==> config.mk <==
export PLATFORM = sky130hd
export DESIGN_NAME = cart_ram_controller
export DESIGN_NICKNAME = d
export VERILOG_FILES = /design/src/rtl/cart_ram_controller.sv
export SDC_FILE = /design/constraint.sdc
export NUM_CORES = 1
export LEC_CHECK = 0
export BUFFER_PORTS_ARGS = -buffer_cell sky130_fd_sc_hd__buf_2
export CAP_MARGIN = 20
export CORE_UTILIZATION = 40
export CTS_CLUSTER_SIZE = 8
export DETAILED_ROUTE_END_ITERATION = 10
export GPL_TIMING_DRIVEN = 1
export PLACE_DENSITY = 0.74
export SLEW_MARGIN = 30
export SYNTH_ARGS = -nofsm -noshare
export SYNTH_HDL_FRONTEND = slang
export SYNTH_SLANG_ARGS = --single-unit
==> constraint.sdc <==
create_clock -name clk_sys -period 8.1 [get_ports clk_sys]
set_input_delay 1.62 -clock clk_sys [delete_from_list [all_inputs] [get_ports clk_sys]]
set_output_delay 1.62 -clock clk_sys [all_outputs]
set_load 0.01 [all_outputs]
==> src/rtl/cart_ram_controller.sv <==
// cart_ram_controller: sequences the 64 KiB console RAM between the HPS
// cartridge loader and the console CPU, zero-fills the unloaded tail after
// every download and holds the CPU in reset until the RAM image is complete.
// Optional feature macro: CART_RAM_WP_EN (CPU writes at or below ROM_TOP are
// suppressed while running).
module cart_ram_controller #(
  parameter int unsigned HOLD_CYCLES = 255,
  parameter logic [7:0]  FILL_BYTE   = 8'h00,
  parameter logic [15:0] ROM_TOP     = 16'h7FFF
) (
  input  logic        clk_sys,
  input  logic        reset,
  input  logic        ioctl_download,
  input  logic        ioctl_wr,
  input  logic [24:0] ioctl_addr,
  input  logic [7:0]  ioctl_dout,
  input  logic [15:0] cpu_a,
  input  logic        cpu_ce_n,
  input  logic        cpu_we_n,
  input  logic [7:0]  cpu_d_i,
  output logic [7:0]  cpu_d_o,
  output logic        cpu_rd_valid,
  output logic        cpu_reset_o,
  output logic [15:0] ram_a,
  output logic        ram_we,
  output logic [7:0]  ram_d,
  input  logic [7:0]  ram_q,
  output logic [16:0] load_len,
  output logic        load_ovf,
  output logic        busy
);

  localparam logic [1:0] ST_LOAD = 2'd0;
  localparam logic [1:0] ST_FILL = 2'd1;
  localparam logic [1:0] ST_HOLD = 2'd2;
  localparam logic [1:0] ST_RUN  = 2'd3;

  logic [1:0]  state;
  logic [15:0] fill_ptr;
  logic [31:0] hold_cnt;
  logic        rd_pend;
  logic        ioctl_in_win;
  logic [16:0] wr_end;
  logic [16:0] len_next;
  logic        cpu_wr_ok;

  assign ioctl_in_win = (ioctl_addr[24:16] == 9'd0);
  assign wr_end       = {1'b0, ioctl_addr[15:0]} + 17'd1;

  assign busy        = (state != ST_RUN);
  assign cpu_reset_o = busy;

`ifdef CART_RAM_WP_EN
  assign cpu_wr_ok = (cpu_a > ROM_TOP);
`else
  logic unused_rom_top;
  assign unused_rom_top = ^ROM_TOP;
  assign cpu_wr_ok      = 1'b1;
`endif

  // Running high-water mark of the download, including the write in flight
  always_comb begin
    len_next = load_len;
    if (ioctl_wr && ioctl_in_win && (wr_end > load_len))
      len_next = wr_end;
  end

  // RAM port mux: whoever owns the current state drives the spram directly
  always_comb begin
    ram_a  = '0;
    ram_d  = '0;
    ram_we = 1'b0;
    case (state)
      ST_LOAD: begin
        ram_a  = ioctl_addr[15:0];
        ram_d  = ioctl_dout;
        ram_we = ioctl_wr & ioctl_in_win;
      end
      ST_FILL: begin
        ram_a  = fill_ptr;
        ram_d  = FILL_BYTE;
        ram_we = 1'b1;
      end
      ST_RUN: begin
        ram_a  = cpu_a;
        ram_d  = cpu_d_i;
        ram_we = ~cpu_ce_n & ~cpu_we_n & cpu_wr_ok;
      end
      default: ;
    endcase
  end

  // Sequencer: download always wins; otherwise LOAD -> FILL -> HOLD -> RUN
  always_ff @(posedge clk_sys or posedge reset) begin
    if (reset) begin
      state    <= ST_HOLD;
      hold_cnt <= HOLD_CYCLES;
      fill_ptr <= '0;
      load_len <= '0;
      load_ovf <= 1'b0;
    end else if (ioctl_download) begin
      if (state != ST_LOAD) begin
        state    <= ST_LOAD;
        load_len <= '0;
        load_ovf <= 1'b0;
      end else begin
        load_len <= len_next;
        if (ioctl_wr && !ioctl_in_win)
          load_ovf <= 1'b1;
      end
    end else begin
      case (state)
        ST_LOAD: begin
          load_len <= len_next;
          if (ioctl_wr && !ioctl_in_win)
            load_ovf <= 1'b1;
          // A full 64 KiB image has no tail to clear
          if (len_next[16]) begin
            state    <= ST_HOLD;
            hold_cnt <= HOLD_CYCLES;
          end else begin
            state    <= ST_FILL;
            fill_ptr <= len_next[15:0];
          end
        end
        ST_FILL: begin
          fill_ptr <= fill_ptr + 16'd1;
          if (fill_ptr == 16'hFFFF) begin
            state    <= ST_HOLD;
            hold_cnt <= HOLD_CYCLES;
          end
        end
        ST_HOLD: begin
          if (hold_cnt == 32'd0)
            state <= ST_RUN;
          else
            hold_cnt <= hold_cnt - 32'd1;
        end
        default: ;
      endcase
    end
  end

  // CPU read pipeline: one cycle for the spram, one for the output register
  always_ff @(posedge clk_sys or posedge reset) begin
    if (reset) begin
      rd_pend      <= 1'b0;
      cpu_d_o      <= '0;
      cpu_rd_valid <= 1'b0;
    end else begin
      rd_pend      <= (state == ST_RUN) & ~cpu_ce_n & cpu_we_n;
      cpu_rd_valid <= rd_pend & (state == ST_RUN);
      if (rd_pend && (state == ST_RUN))
        cpu_d_o <= ram_q;
    end
  end

endmodule

# Word-level counts from Yosys, hierarchy flattened
# Index checks and enable logic that the tools add are counted.
word_totals:
  inputBits: 71
  output_inout_bits: 54
  ff_bits: 78
  wordCells: 71
classes:
  mux: 23
  bitwise_logic: 8
  add_sub_neg: 3
  n_lt_le_gt_ge: 1
  reduce_logical: 16
  eq_ne: 12
op_table:
  columns: ["operator", "n"]
  rows:
  - ["2-to-1 mux 32 bit", 3]
  - ["one-hot mux 32 bit (3 select lines)", 1]
  - ["2-to-1 mux 17 bit", 4]
  - ["one-hot mux 16 bit (3 select lines)", 1]
  - ["zero test 32 bit", 1]
  - ["one-hot mux 16 bit (2 select lines)", 1]
  - ["subtractor 32 x 1 -> 32 bit (second input constant)", 1]
  - ["adder 16 x 1 -> 17 bit (second input constant)", 1]
  - ["greater-than comparator 17 bit", 1]
  - ["adder 16 x 1 -> 16 bit (second input constant)", 1]
  - ["equality test 16 bit (second input constant)", 1]
  - ["2-to-1 mux 16 bit", 1]
  - ["one-hot mux 8 bit (2 select lines)", 1]
  - ["2-to-1 mux 2 bit", 5]
  - ["!= test 2 bit (second input constant)", 5]
  - ["zero test 9 bit", 1]
  - ["!= test 3 bit (second input constant)", 2]
  - ["one-hot mux 2 bit (3 select lines)", 1]
  - ["nonzero test 2 bit", 3]
  - ["bitwise AND 1 bit", 5]
  - ["AND reduction 5 bit", 1]
  - ["equality test 2 bit (second input constant)", 2]
  - ["logical AND 1 bit", 4]
  - ["2-to-1 mux 1 bit", 4]
  - ["other kinds (10)", 12]

# Logic depth before layout (Yosys ltp)
logic_depth:
  ltp_word: 7
  mapped_depth: 13
  depth_no_buf: 12

# Worst setup path before layout
# OpenSTA, ideal clock, no wires.
synth_timing:
  path_kind: "input to register"
  from: "in ioctl_addr[4]"
  to: "reg fill_ptr[1]"
  arrival_time_ns: 4.625
  t_required_ns: 7.975
  path_buffers: 0
  slack_ns: 3.350
  stages: 12
  setup_ns: 0.125
  cell_sequence: "and4_1 nand3_1 nor4_1 xor2_1 ha_1 nand4_2 nor4_4 a211oi_2 a21oi_2 mux2_2 mux2_2 mux2_2"
synth_via:
  elab_chain_cells: 6
  elab_cells_between_ends: 8
  cone_classes: "1 x add/sub; 1 x order compare; 1 x eq/ne; 3 x mux; 2 x reduce/logical"
synth_rtl:
  columns: ["item", "line_no", "source"]
  rows:
  - ["start: declaration", "15", "input logic [24:0] ioctl_addr,"]
  - ["adder 16 x 1 -> 17 bit (*)", "48", "assign wr_end = {1'b0, ioctl_addr[15:0]} + 17'd1;"]
  - ["greater-than comparator 17 bit", "64", "if (ioctl_wr && ioctl_in_win && (wr_end > load_len))"]
  - ["logical AND 1 bit", "64", null]
  - ["2-to-1 mux 17 bit (*)", "64", null]
  - ["2-to-1 mux 16 bit / != test 2 bit (equally long branches)", null, null]
  - ["one-hot mux 16 bit (2 select lines) / AND reduction 3 bit (equally long branches)", null, null]
  - ["end signal: assignment", "123", "fill_ptr <= len_next[15:0];"]
  - ["end signal: assignment", "127", "fill_ptr <= fill_ptr + 16'd1;"]
  - ["end: declaration", "39", "logic [15:0] fill_ptr;"]
# Mark *: on every way between the ends. The rest lies on a longest branch, timed or not. The select of a mux whose other input is x is not followed.
# A chain may end at the register's enable or synchronous reset.

# Final worst setup path
layout_timing:
  from: "in ioctl_addr[0]"
  to: "reg hold_cnt[22]"
layout_via:
  elab_chain_cells: 6
layout_rtl:
  columns: ["item", "line_no", "source"]
  rows:
  - ["adder 16 x 1 -> 17 bit (*)", "48", null]
  - ["greater-than comparator 17 bit", "64", null]
  - ["logical AND 1 bit", "64", null]
  - ["2-to-1 mux 17 bit (*)", "64", null]
  - ["!= test 2 bit (no line) (*)", null, null]
  - ["AND reduction 5 bit (no line) (*)", null, null]
  - ["end signal: assignment", "137", "hold_cnt <= hold_cnt - 32'd1;"]
  - ["end: declaration", "40", "logic [31:0] hold_cnt;"]
# Mark *: on every way between the ends. The rest lies on a longest branch, timed or not.

==> impl_metrics.csv <==
group,metric,value,unit
final_layout,most-common-layout-cells,"buf_2, nor2_1, dfrtp_1",
power,finalPower,1736,µW
timing,slew_headroom,36.22,%
timing,fin_crit_sh,67.16,%
final_layout,layout.area.seq,0.001963,mm²
final_layout,stdcell_count,925,
final_layout,drive_gt1_share,25.37,%
synthesis,synth_area_per_cell,8.733,µm²
synthesis,yosysWarnings,0,
synthesis,synthArstFlopShare,100.0,%
synthesis,ys_seq_elements,78,
timing,finalSetupViolCount,0,
setup_path,crit_path_max_fanout,35,
floorplanning,start_util,41.61,%
clock_tree,cts_root_buf,"clkbuf_16",
floorplanning,coreArea,0.01345,mm²
clock_tree,cts.sinks,78,
power,p_leak,0.002970,µW
timing,finalMaxSlewViolations,0,
worst_hold_path,hold_path.class,"flip-flop to flip-flop",
clock_tree,ctsLongestPathBuffers,2,
synthesis,syn_area,0.005598,mm²
floorplanning,die_y,120.3,µm
synthesis,synth_top_area_share,30.84,%
timing,fin_setup_tns,0,ns
detailed_routing,drt-initial-drc-count,636,
floorplanning,fp-row-count,42,
power,powerDensity,261.7,mW/mm²
timing,setup_slack,2.660,ns
placed_design,pre_cts_ws,2.369,ns
synthesis,synth_top_cell_by_area,"dfrtp_1",
setup_path,required,8.34,ns
setup_path,crit_path_end_kind,"flip-flop",
timing,rsz0062_at_grt,"false",
synthesis,ys_seq_area_share,35.07,%
detailed_routing,wl_per_cell,17.79,µm
global_route,grt_overflow_total,0,
clock_tree,cts.clk_slew.worst_paths,0.07,ns
clock_tree,cts_buffers,9,
final_layout,multiInputGateArea,0.003301,mm²
placed_design,place_congestion,0.8940,
power,vdd_drop_max,154.1,µV
outcome,outcome,"finished, final reports clean",
clock_tree,holdBufCountCts,0,
placed_design,placedCellCount,909,
placed_design,hpwl,11760,µm
placed_design,portBuffers,124,
detailed_routing,vias,5646,
final_layout,syn_to_final_growth,18.48,%
synthesis,mappedNetlistNets,736,
clock_tree,postCtsSetupBuffers,0,
clock_tree,tritoncts,"yes",
timing,fmax,0.1838,GHz
synthesis,synth_cells,641,
global_route,grtUsageTotal,23.05,%
global_route,grt_pass1_wl,26380,µm
final_layout,layout.nets,839,
global_route,grt_max_degree,79,
clock_tree,post_cts_resized,0,
setup_path,startpoint_type,"input pin",
timing,worst_slew_pin_slew,0.9568,ns
job,drv_cap,0,
global_route,grt_pass1_vias,5010,
synthesis,synth_edf_count,0,
final_layout,mostFrequentLayoutCell,"buf_2",
timing,hold_viol_final,0,
timing,clock_skew,0.01097,ns
detailed_routing,firstDrtPassIters,6,
detailed_routing,vias_per_cell,6.104,
timing,post-route-min-period,5.440,ns
setup_path,cp.arrival,5.68,ns
detailed_routing,route.detailed.drc,0,
timing,holdWs,0.4919,ns
floorplanning,num_io_pins,125,
final_layout,n_fill_cell,1283,
clock_tree,clock_latency,0.35,ns
detailed_routing,drt-total-wl,16450,µm
floorplanning,dieArea,0.01447,mm²
global_route,antenna_found_initial,0,
final_layout,num_antenna_cells,0,
synthesis,yosys-top-cells-area,"dfrtp_1, ha_1, nor2_1, dfstp_2, o41ai_1",
detailed_routing,final_antenna_net_count,0,
floorplanning,die_w,120.3,µm
setup_path,timing.setup.critical_path_class,"input pin to flip-flop",
clock_tree,htree_levels,3,
synthesis,ys.flop_type,"dfrtp_1",
synthesis,synthDistinctLibCells,66,
[flip-flops by register name, summed over array words and instances (netlist names)]
signal and flops:
hold_cnt 32, rd_pend 1, cpu_d_o 8, fill_ptr 16, load_ovf 1, load_len 17
cpu_rd_valid 1, state 2
[final timing paths]
check,startpoint,endpoint,slack [ns],cells after the start
min in group asynchronous,reset,hold_cnt[18],1.45,3
hold / removal,load_ovf,load_ovf,0.49,1
setup reg to reg,hold_cnt[0],hold_cnt[1],4.59,9
hold reg to reg,load_ovf,load_ovf,0.49,1
max in group asynchronous,reset,fill_ptr[8],6.15,3
setup / recovery,ioctl_addr[0],hold_cnt[22],2.66,14
[routing by layer]
| layer | routed length, µm | track usage [%] |
|---|---|---|
| met3 | 1311 | 3.302 |
| met1 | 7497 | 33.72 |
| met5 | 0 | 0 |
| met2 | 7287 | 34.16 |
| met4 | 357 | 8.796 |
[power by group]
group | internal [µW] | switching [µW]
sequential | 472 | 84.1
combinational | 280 | 495
clock | 218 | 187
total | 969 | 767
[kinds of logic (layout without fill, tap and decap cells)]
logic type,Yosys count,in the layout,synth area share [%]
flip-flops,78,78,35.07
multiplexers,23,23,4.537
adder cells (fa/ha/maj),24,24,5.364
AO/OA/AOI/OAI,200,200,27.83
AND/OR/NAND/NOR,218,218,19.00
buffers and inverters,84,192,6.012
XOR/XNOR,14,14,2.190
[synthesized netlist by cell type, types with 3 or more instances]
cell type and instances:
inv_1 42, xnor2_1 8, a211o_1 5, dfrtp_1 69, nor3_1 21, nor4_1 6, and3_1 6, a21oi_1 17
o211ai_1 3, buf_2 8, mux2_2 18, a211oi_1 13, xor2_1 6, o21ai_1 4, a21o_1 8, buf_1 3
a222oi_1 16, dfstp_2 9, a22o_1 14, or3_1 10, o31ai_1 22, o41ai_1 24, nand2_1 41, nor2_1 77
and4_1 4, a2111oi_0 8, and2_1 5, a22oi_1 8, nand4_1 12, clkbuf_1 26, buf_4 3, o21ai_0 24
nand3_1 22, mux2i_1 4, or4_1 4, o22ai_1 8, ha_1 24
[critical path, stage by stage]
cell      delay, ns
buf_2          0.15
ha_1           0.26
nand3_1        0.16
nor4_1         0.41
xor2_1         0.28
ha_1           0.30
a211oi_1       0.23
nor2_1         0.09
a211oi_2       0.41
a211o_1        0.28
a21oi_2        0.07
buf_4          0.26
or3_1          0.72
o41ai_2        0.41
[final cells by class]
| cell class | count | share of cell area (%) |
|---|---|---|
| multi-input combinational | 479 | 49.76 |
| sequential | 78 | 29.60 |
| clock buffer | 9 | 3.396 |
| clock inverter | 7 | 1.094 |
| timing repair buffer | 132 | 10.32 |
| inverter | 44 | 2.509 |
| tap | 176 | 3.320 |
[stage by stage]
| stage | instance area (µm²) | util (%) |
|---|---|---|
| after floorplan | 5598 | - |
| after CTS | 6633 | 49.30 |
| after global routing | 6633 | 49.30 |
| after global placement | 6331 | 47.06 |
| final | 6633 | 49.30 |
| after detailed placement | 6335 | 47.09 |
Power figures use the tool's default switching activity.
